## src/rtl/decoder_scan_seq.sv

```systemverilog
// Select-index sequencer feeding the 3-to-8 one-hot decoder stage.
// Optional SCAN_BLANK_EN inserts a one-cycle blank before each index advance.
module decoder_scan_seq #(
   parameter int SEL_W   = 3,
   parameter int DWELL_W = 8
) (
   input  logic               clk,
   input  logic               rst_n,
   input  logic               start,
   input  logic               stop,
   input  logic               single,
   input  logic [DWELL_W-1:0] dwell,
   input  logic [SEL_W-1:0]   last,
   output logic [SEL_W-1:0]   sel,
   output logic               sel_valid,
   output logic               busy,
   output logic               step,
   output logic               done
);

   localparam logic [1:0] IDLE  = 2'd0;
   localparam logic [1:0] RUN   = 2'd1;
   localparam logic [1:0] BLANK = 2'd2;

   logic [1:0]         state;
   logic [DWELL_W-1:0] cnt;
   logic [DWELL_W-1:0] dwell_q;
   logic [SEL_W-1:0]   last_q;
   logic               single_q;
   logic [SEL_W-1:0]   sel_nxt;

   // Wrap back to 0 after the latched final index.
   assign sel_nxt = (sel == last_q) ? '0 : sel + SEL_W'(1);

   always_ff @(posedge clk) begin
      if (!rst_n) begin
         state     <= IDLE;
         cnt       <= '0;
         dwell_q   <= '0;
         last_q    <= '0;
         single_q  <= 1'b0;
         sel       <= '0;
         sel_valid <= 1'b0;
         busy      <= 1'b0;
         step      <= 1'b0;
         done      <= 1'b0;
      end else begin
         step <= 1'b0;
         done <= 1'b0;
         case (state)
            IDLE: begin
               if (start && !stop) begin
                  dwell_q   <= dwell;
                  last_q    <= last;
                  single_q  <= single;
                  state     <= RUN;
                  cnt       <= '0;
                  sel       <= '0;
                  sel_valid <= 1'b1;
                  busy      <= 1'b1;
               end
            end
            RUN: begin
               if (stop) begin
                  state     <= IDLE;
                  cnt       <= '0;
                  sel       <= '0;
                  sel_valid <= 1'b0;
                  busy      <= 1'b0;
               end else if (cnt == dwell_q) begin
                  cnt <= '0;
                  if (single_q && (sel == last_q)) begin
                     state     <= IDLE;
                     sel       <= '0;
                     sel_valid <= 1'b0;
                     busy      <= 1'b0;
                     done      <= 1'b1;
                  end else begin
`ifdef SCAN_BLANK_EN
                     state     <= BLANK;
                     sel_valid <= 1'b0;
`else
                     sel  <= sel_nxt;
                     step <= 1'b1;
`endif
                  end
               end else begin
                  cnt <= cnt + DWELL_W'(1);
               end
            end
`ifdef SCAN_BLANK_EN
            BLANK: begin
               if (stop) begin
                  state <= IDLE;
                  sel   <= '0;
                  busy  <= 1'b0;
               end else begin
                  state     <= RUN;
                  sel       <= sel_nxt;
                  sel_valid <= 1'b1;
                  step      <= 1'b1;
               end
            end
`endif
            default: begin
               state     <= IDLE;
               cnt       <= '0;
               sel       <= '0;
               sel_valid <= 1'b0;
               busy      <= 1'b0;
            end
         endcase
      end
   end

endmodule

```

## config.mk

```make
export PLATFORM = sky130hd
export DESIGN_NAME = decoder_scan_seq
export DESIGN_NICKNAME = d
export VERILOG_FILES = /design/src/rtl/decoder_scan_seq.sv
export SDC_FILE = /design/constraint.sdc
export NUM_CORES = 1
export LEC_CHECK = 0
export CORE_MARGIN = 2
export CORE_UTILIZATION = 40
export CTS_BUF_LIST = sky130_fd_sc_hd__clkbuf_16
export CTS_CLUSTER_SIZE = 10
export DETAILED_ROUTE_END_ITERATION = 12
export HOLD_SLACK_MARGIN = 0.05
export PLACE_DENSITY_LB_ADDON = 0.15
export SYNTH_ARGS = -nofsm -noshare
export SYNTH_HDL_FRONTEND = slang
export SYNTH_SLANG_ARGS = --single-unit
```

## constraint.sdc

```tcl
create_clock -name clk -period 2.7 [get_ports clk]
set_input_delay 0.54 -clock clk [delete_from_list [all_inputs] [get_ports clk]]
set_output_delay 0.54 -clock clk [all_outputs]
set_load 0.1 [all_outputs]
```

==> summary.txt <==
Outcome
  • Status: finished, final reports clean

STA
  • Final hold violation count: 0
  • Final Max Tran Viols: 0
  • Measured slew at the worst slew-check pin: 0.6133 ns
  • # setup viols final: 0
  • RSZ-0062 raised after global routing: false
  • Setup TNS: 0 ns
  • Worst Clk Skew: 0.007206 ns
  • F_max: 561.2 MHz
  • Max_slew headroom: 0.5880
  • Tcrit/Tclk final: 0.6600
  • Min cycle time layout: 1.782 ns

Setup path
  • Critical-path top delay cell: clkdlybuf4s50_1
  • Reg2Reg Depth: 5
  • Crit-path max cell delay: 0.46 ns
  • CP Cell Sequence: clkdlybuf4s50_1, and2b_1, nand2_1, a21oi_2, nand3_1, o311ai_1
  • CP startpoint kind: primary input
  • CP endpoint kind: flip-flop
  • Crit path max fanout: 6
  • CP Data Required Time: 2.86 ns
  • Critical Path AT: 1.94 ns
  • Reg2Reg Setup Slack: 1.06 ns
  • Critical path class: in2reg

Floorplan
  • Die H: 61.07 µm
  • I/O pin count: 23
  • Die W: 61.07 µm
  • Initial Utilization: 0.4232
  • Row count: 20
  • Die Area: 0.003729 mm²
  • Core Region: 0.003078 mm²

Synthesis
  • YS warnings: 0
  • Synth top area share: 0.3996
  • Syn avg cell area: 9.867 µm²
  • Synth area leaders: dfxtp_1 (40%), mux2i_1 (11%), xor2_1 (8.1%)
  • Net Count, Synth: 150
  • Synth async-reset ratio: 0
  • Synthesized cell area: 0.001302 mm²
  • Syn Inst Count: 132
  • Synth area leader: dfxtp_1
  • Number of synthesized flops with an enable pin: 0
  • Synthesized flop and latch total: 26
  • Synth cell types: 35
  • Main synth FF type: dfxtp_1
  • Seq/Total Area, Yosys: 0.3996

Clock network
  • Post-CTS sizing: 0
  • Inserted Clock Buffers: 3
  • Worst-Skew Late Latency: 0.26 ns
  • TritonCTS clock tree: yes
  • Clock slew at reported path FFs: 0.07 ns
  • CTS Hold Bufs: 0
  • Post-CTS setup buffers: 0
  • CTS H-Tree Depth: 1
  • Root Driver: clkbuf_16
  • Clock Sinks: 26
  • CTS max path bufs: 2

Hold path
  • Hold path depth: 1
  • Hold Crit Class: reg2reg

Drt
  • Wirelength per Cell: 12.62 µm
  • DR iter-0 viols: 20
  • Vias/cell: 5.095
  • First-pass iteration count of the detailed router: 4
  • Final ANT Viol Nets: 0
  • Via count: 1019
  • DRT Wirelength: 2523 µm
  • DRC Markers: 0

GRT
  • Pin count of the biggest net entering global routing: 16
  • GRT Residual Overflow: 0
  • Antenna violations before repair: 0
  • First-pass GRT wire length: 4333 µm
  • GRT Overall Usage: 0.1593
  • Vias in the first global route: 936

Placed design
  • GP Congestion: 0.7352
  • Post-DP HPWL: 1944 µm
  • IO Port Bufs: 22

Power
  • Static leakage: 0.0006631 µW
  • Power Dens Cells: 577.4 mW/mm²
  • Maximum VDD drop: 0.2881 mV

Run
  • Max-Cap Viols: 0

Final layout
  • Final core utilization: 0.5398
  • Area Growth Syn to Fin: 27.57%
  • Storage cell area: 520.5 µm²
  • Layout cells sized above 1: 0.1474
  • Multi-input logic area: 748.2 µm²
  • # fillers: 282
  • Nets@finish: 175
  • Inserted Diodes: 0
==> metrics by stage <==
stage | hold slack (ns) | total power (µW) | cells | worst slack [ns] | area (µm²)
after floorplan | 0.4293 | 493.3 | 132 | 0.6737 | 1303
after global placement | 0.4820 | 532.3 | 196 | 0.7457 | 1556
after detailed placement | 0.4819 | 535.0 | 196 | 0.6474 | 1556
after CTS | 0.5010 | 966.2 | 200 | 0.9287 | 1662
after global routing | 0.5391 | 993.4 | 200 | 0.8340 | 1662
final | 0.5097 | 959.5 | 200 | 0.9180 | 1662
==> layout make-up <==
class                      instances  share of cell area
clock buffer                       3             0.04518
clock inverter                     1             0.01807
inverter                           2            0.004518
multi-input combinational         99              0.4503
sequential                        26              0.3133
tap                               44             0.03313
timing repair buffer              25              0.1355
==> registers in the layout, indices dropped and copies added (netlist names) <==
name / flops
dwell_q: 8
done: 1
busy: 1
step: 1
last_q: 3
single_q: 1
sel: 3
cnt: 8
==> cells in the final DEF (no fill, tap or decap) <==
| cell | synthesis | layout |
|---|---|---|
| o211ai_1 | 3 | 3 |
| buf_4 | 2 | 10 |
| dfxtp_1 | 26 | 26 |
| nor2b_1 | 14 | 14 |
| or2_2 | 1 | 1 |
| nand2_4 | 1 | 1 |
| nor2_1 | 4 | 4 |
| and2b_1 | 1 | 1 |
| a21oi_1 | 3 | 3 |
| and2_1 | 1 | 1 |
| nor3b_1 | 1 | 1 |
| nand4_1 | 2 | 2 |
| inv_1 | 2 | 2 |
| a21oi_2 | 2 | 2 |
| mux2i_1 | 14 | 14 |
| nor3b_2 | 1 | 1 |
| nor3_1 | 2 | 2 |
| nor4_4 | 2 | 2 |
| nand2b_1 | 1 | 1 |
| clkbuf_16 | 0 | 3 |
| clkdlybuf4s50_1 | 0 | 15 |
| a31oi_1 | 1 | 1 |
| nand2_1 | 10 | 10 |
| and3_1 | 2 | 2 |
| o311ai_1 | 2 | 2 |
| o21ai_1 | 4 | 4 |
| a32oi_1 | 1 | 1 |
| a22oi_1 | 1 | 1 |
| nand3_4 | 1 | 1 |
| bufinv_16 | 0 | 1 |
| or4b_1 | 1 | 1 |
| xnor2_1 | 1 | 1 |
| ha_1 | 2 | 2 |
| xor2_1 | 12 | 12 |
| nand3_1 | 6 | 6 |
| o41ai_2 | 1 | 1 |
| o21ai_0 | 1 | 1 |
==> critical path, delay by kind of cell <==
kind / cells / cell delay (ns)
AOI/OAI and AO/OA: 2 / 0.36
buffers and inverters: 1 / 0.46
and+or+nand+nor: 3 / 0.57
==> final timing paths <==
check,end,startpoint
max,cnt[5]$_SDFFE_PN0P_,stop
min,step$_SDFF_PP0_,single_q$_SDFFE_PN0P_
max reg2reg,cnt[7]$_SDFFE_PN0P_,cnt[7]$_SDFFE_PN0P_
min reg2reg,step$_SDFF_PP0_,single_q$_SDFFE_PN0P_
==> kinds of logic after synthesis <==
family,after synthesis,synth area share
simple gates,51,0.2555
mux,14,0.1076
flops,26,0.3996
fa+ha+maj,2,0.01921
buf+inv,7,0.02593
compound gates,19,0.1047
xor+xnor,13,0.08742
==> power breakdown <==
part,internal (µW),switching [µW]
clock,295,138
sequential,394,9.06
combinational,56.9,66.6
==> cells in the mapped netlist, types with 2 or more instances <==
master	instances
clkbuf_1	3
a21oi_2	2
o21ai_1	4
nand4_1	2
ha_1	2
o311ai_1	2
xor2_1	12
buf_4	2
dfxtp_1	26
and3_1	2
nor2_1	4
a21oi_1	3
nor3_1	2
nor4_4	2
o211ai_1	3
inv_1	2
nor2b_1	14
nand3_1	6
nand2_1	10
mux2i_1	14
==> routing by layer <==
layer,track usage,vias up,share of wire
met5,0,-,0
met4,0.08385,0,0.014
met3,0.04412,4,0.046
met2,0.2264,27,0.44
met1,0.2196,472,0.50
li1,-,516,-
(Power assumes the default switching activity.)
==> edit, RTL diff (config.mk and constraints unchanged) <==
Make the reset (`rst_n`) asynchronous in one clocked block.
--- a/src/rtl/decoder_scan_seq.sv
+++ b/src/rtl/decoder_scan_seq.sv
@@ -32,7 +32,7 @@
    // Wrap back to 0 after the latched final index.
    assign sel_nxt = (sel == last_q) ? '0 : sel + SEL_W'(1);
 
-   always_ff @(posedge clk) begin
+   always_ff @(posedge clk or negedge rst_n) begin
       if (!rst_n) begin
          state     <= IDLE;
          cnt       <= '0;
Formal check against the unedited RTL: differs if rst_n is asserted again (counterexample within 4 cycles, from zero or initial values and one cycle with rst_n low); with rst_n held inactive, the same outputs for 10 cycles.
==> edit against the unedited design <==
Non-clock buffer count stayed put; worst setup slack better by 0.056 ns; wire length fell by 3.1%; largest cell class is now registers; sequential power rose by 15%; cell area fell by 2.2%; area after synthesis down 3.6%; cell count down 8.5%; critical endpoint is now cnt[4]$_DFFE_PN0P_; largest power group is now sequential cells; die area down 3.3%; critical path type unchanged; sequential cell count is the same; fmax is 3.3% higher; power grew 9.4%.
==> edit: results (changes against the unedited design) <==
- Fill cell total of the finished layout: 265 (-6.0%)
* Hold worst-path end: step$_DFF_PN0_
* Worst min-delay path startpoint: single_q$_DFFE_PN0P_
- Multiplexer share of the synthesized area: 0.1076 (about the same)
- Synthesized Nets: 131 (-13%)
- Setup slack, reg-to-reg: 0.98 ns (-0.08 ns)
- Register area share after synthesis: 0.5179 (+0.1183)
* Maximum fanout count along the critical path: 5 (-1)
- Data arrival time of the critical path: 1.87 ns (-0.07 ns)
- Highest achievable clock rate: 579.5 MHz (+3.3%)
* Status: complete, no violations
- Top cell types by occurrence after synthesis: sky130_fd_sc_hd__dfrtp_1 (26), sky130_fd_sc_hd__mux2_2 (12), sky130_fd_sc_hd__nand2_1 (11)
- The worst hold slack across all endpoints is 0.5041 ns (-0.005539 ns).
- Fraction of synthesized cell area in xor and xnor cells: 0.09064 (+0.003222)
- The cell area after placement is 0.001520 mm2 (-2.3%).
- Detailed placer's ending HPWL: 1691 um (-13%)
- Setup WS pre-CTS: 0.7319 ns (+0.08451 ns)
* Worst-case vdd ir drop: 265.4 uV (-7.9%)
- Routability congestion estimate: 0.8108 (+10%)
- In this run the critical register-to-register path is captured at cnt[4]$_DFFE_PN0P_.
- The transition at the pin with the smallest max-transition slack was 0.6547 ns (+0.04142 ns).
- Clk_skew: 0.002919 ns (-0.004287 ns)
- The number of vias per cell after detailed routing was 5.137 (+0.82%).
- Reg2Reg Launch Point: cnt[4]$_DFFE_PN0P_
- Nets: 158 (-9.7%)
- The routed length per placed instance came to 13.37 um (+6.0%).
- The starting DRC count in detailed routing was 26 (+30%).
* Static leakage: 0.7017 nW (+5.8%)
[edit: final cells by class]
| type | count | area, um2 | share of cell area |
|---|---|---|---|
| Clock inverter | 1 | 30.03 | 0.01848 |
| Multi-Input combinational cell | 82 | 581.8 | 0.3580 |
| Clock buffer | 3 | 75.07 | 0.04619 |
| Sequential cell | 26 | 650.6 | 0.4003 |
| Tap cell | 44 | 55.05 | 0.03387 |
| Timing Repair Buffer | 25 | 225.2 | 0.1386 |
| Inverter | 2 | 7.507 | 0.004619 |
[edit: layer usage]
layer | up-vias | global-route usage | part of all wire
met1 | 446 | 0.2225 | 0.45
met3 | 6 | 0.02814 | 0.062
li1 | 455 | - | -
met2 | 33 | 0.2360 | 0.46
met5 | - | 0 | 0
met4 | 0 | 0.08889 | 0.025
[edit: through the flow]
step / power [W] / util / instances
after floorplan: 0.0005721 / - / 113
after global placement: 0.0006251 / 0.5021 / 179
after detailed placement: 0.0006286 / 0.5021 / 179
after CTS: 0.001060 / 0.5368 / 183
after global routing: 0.001103 / 0.5368 / 183
final: 0.001049 / 0.5368 / 183
[edit: power by group]
group / leakage, nW / internal [W] / switching (W)
sequential: 0.334 / 0.000430 / 0.0000330
clock: 0.0511 / 0.000295 / 0.000135
combinational: 0.316 / 0.0000845 / 0.0000725
total: 0.702 / 0.000809 / 0.000240
[edit: critical path: cells and delay by family]
kind	cells	cell delay, ns
buf+inv	1	0.49
compound gates	2	0.41
simple gates	2	0.42
[edit: cells by family after synthesis]
kind of cell / after synthesis
AO/OA/AOI/OAI: 23
XOR/XNOR: 13
adder cells (fa/ha/maj): 2
buffers and inverters: 5
flip-flops: 26
multiplexers: 12
AND/OR/NAND/NOR: 32
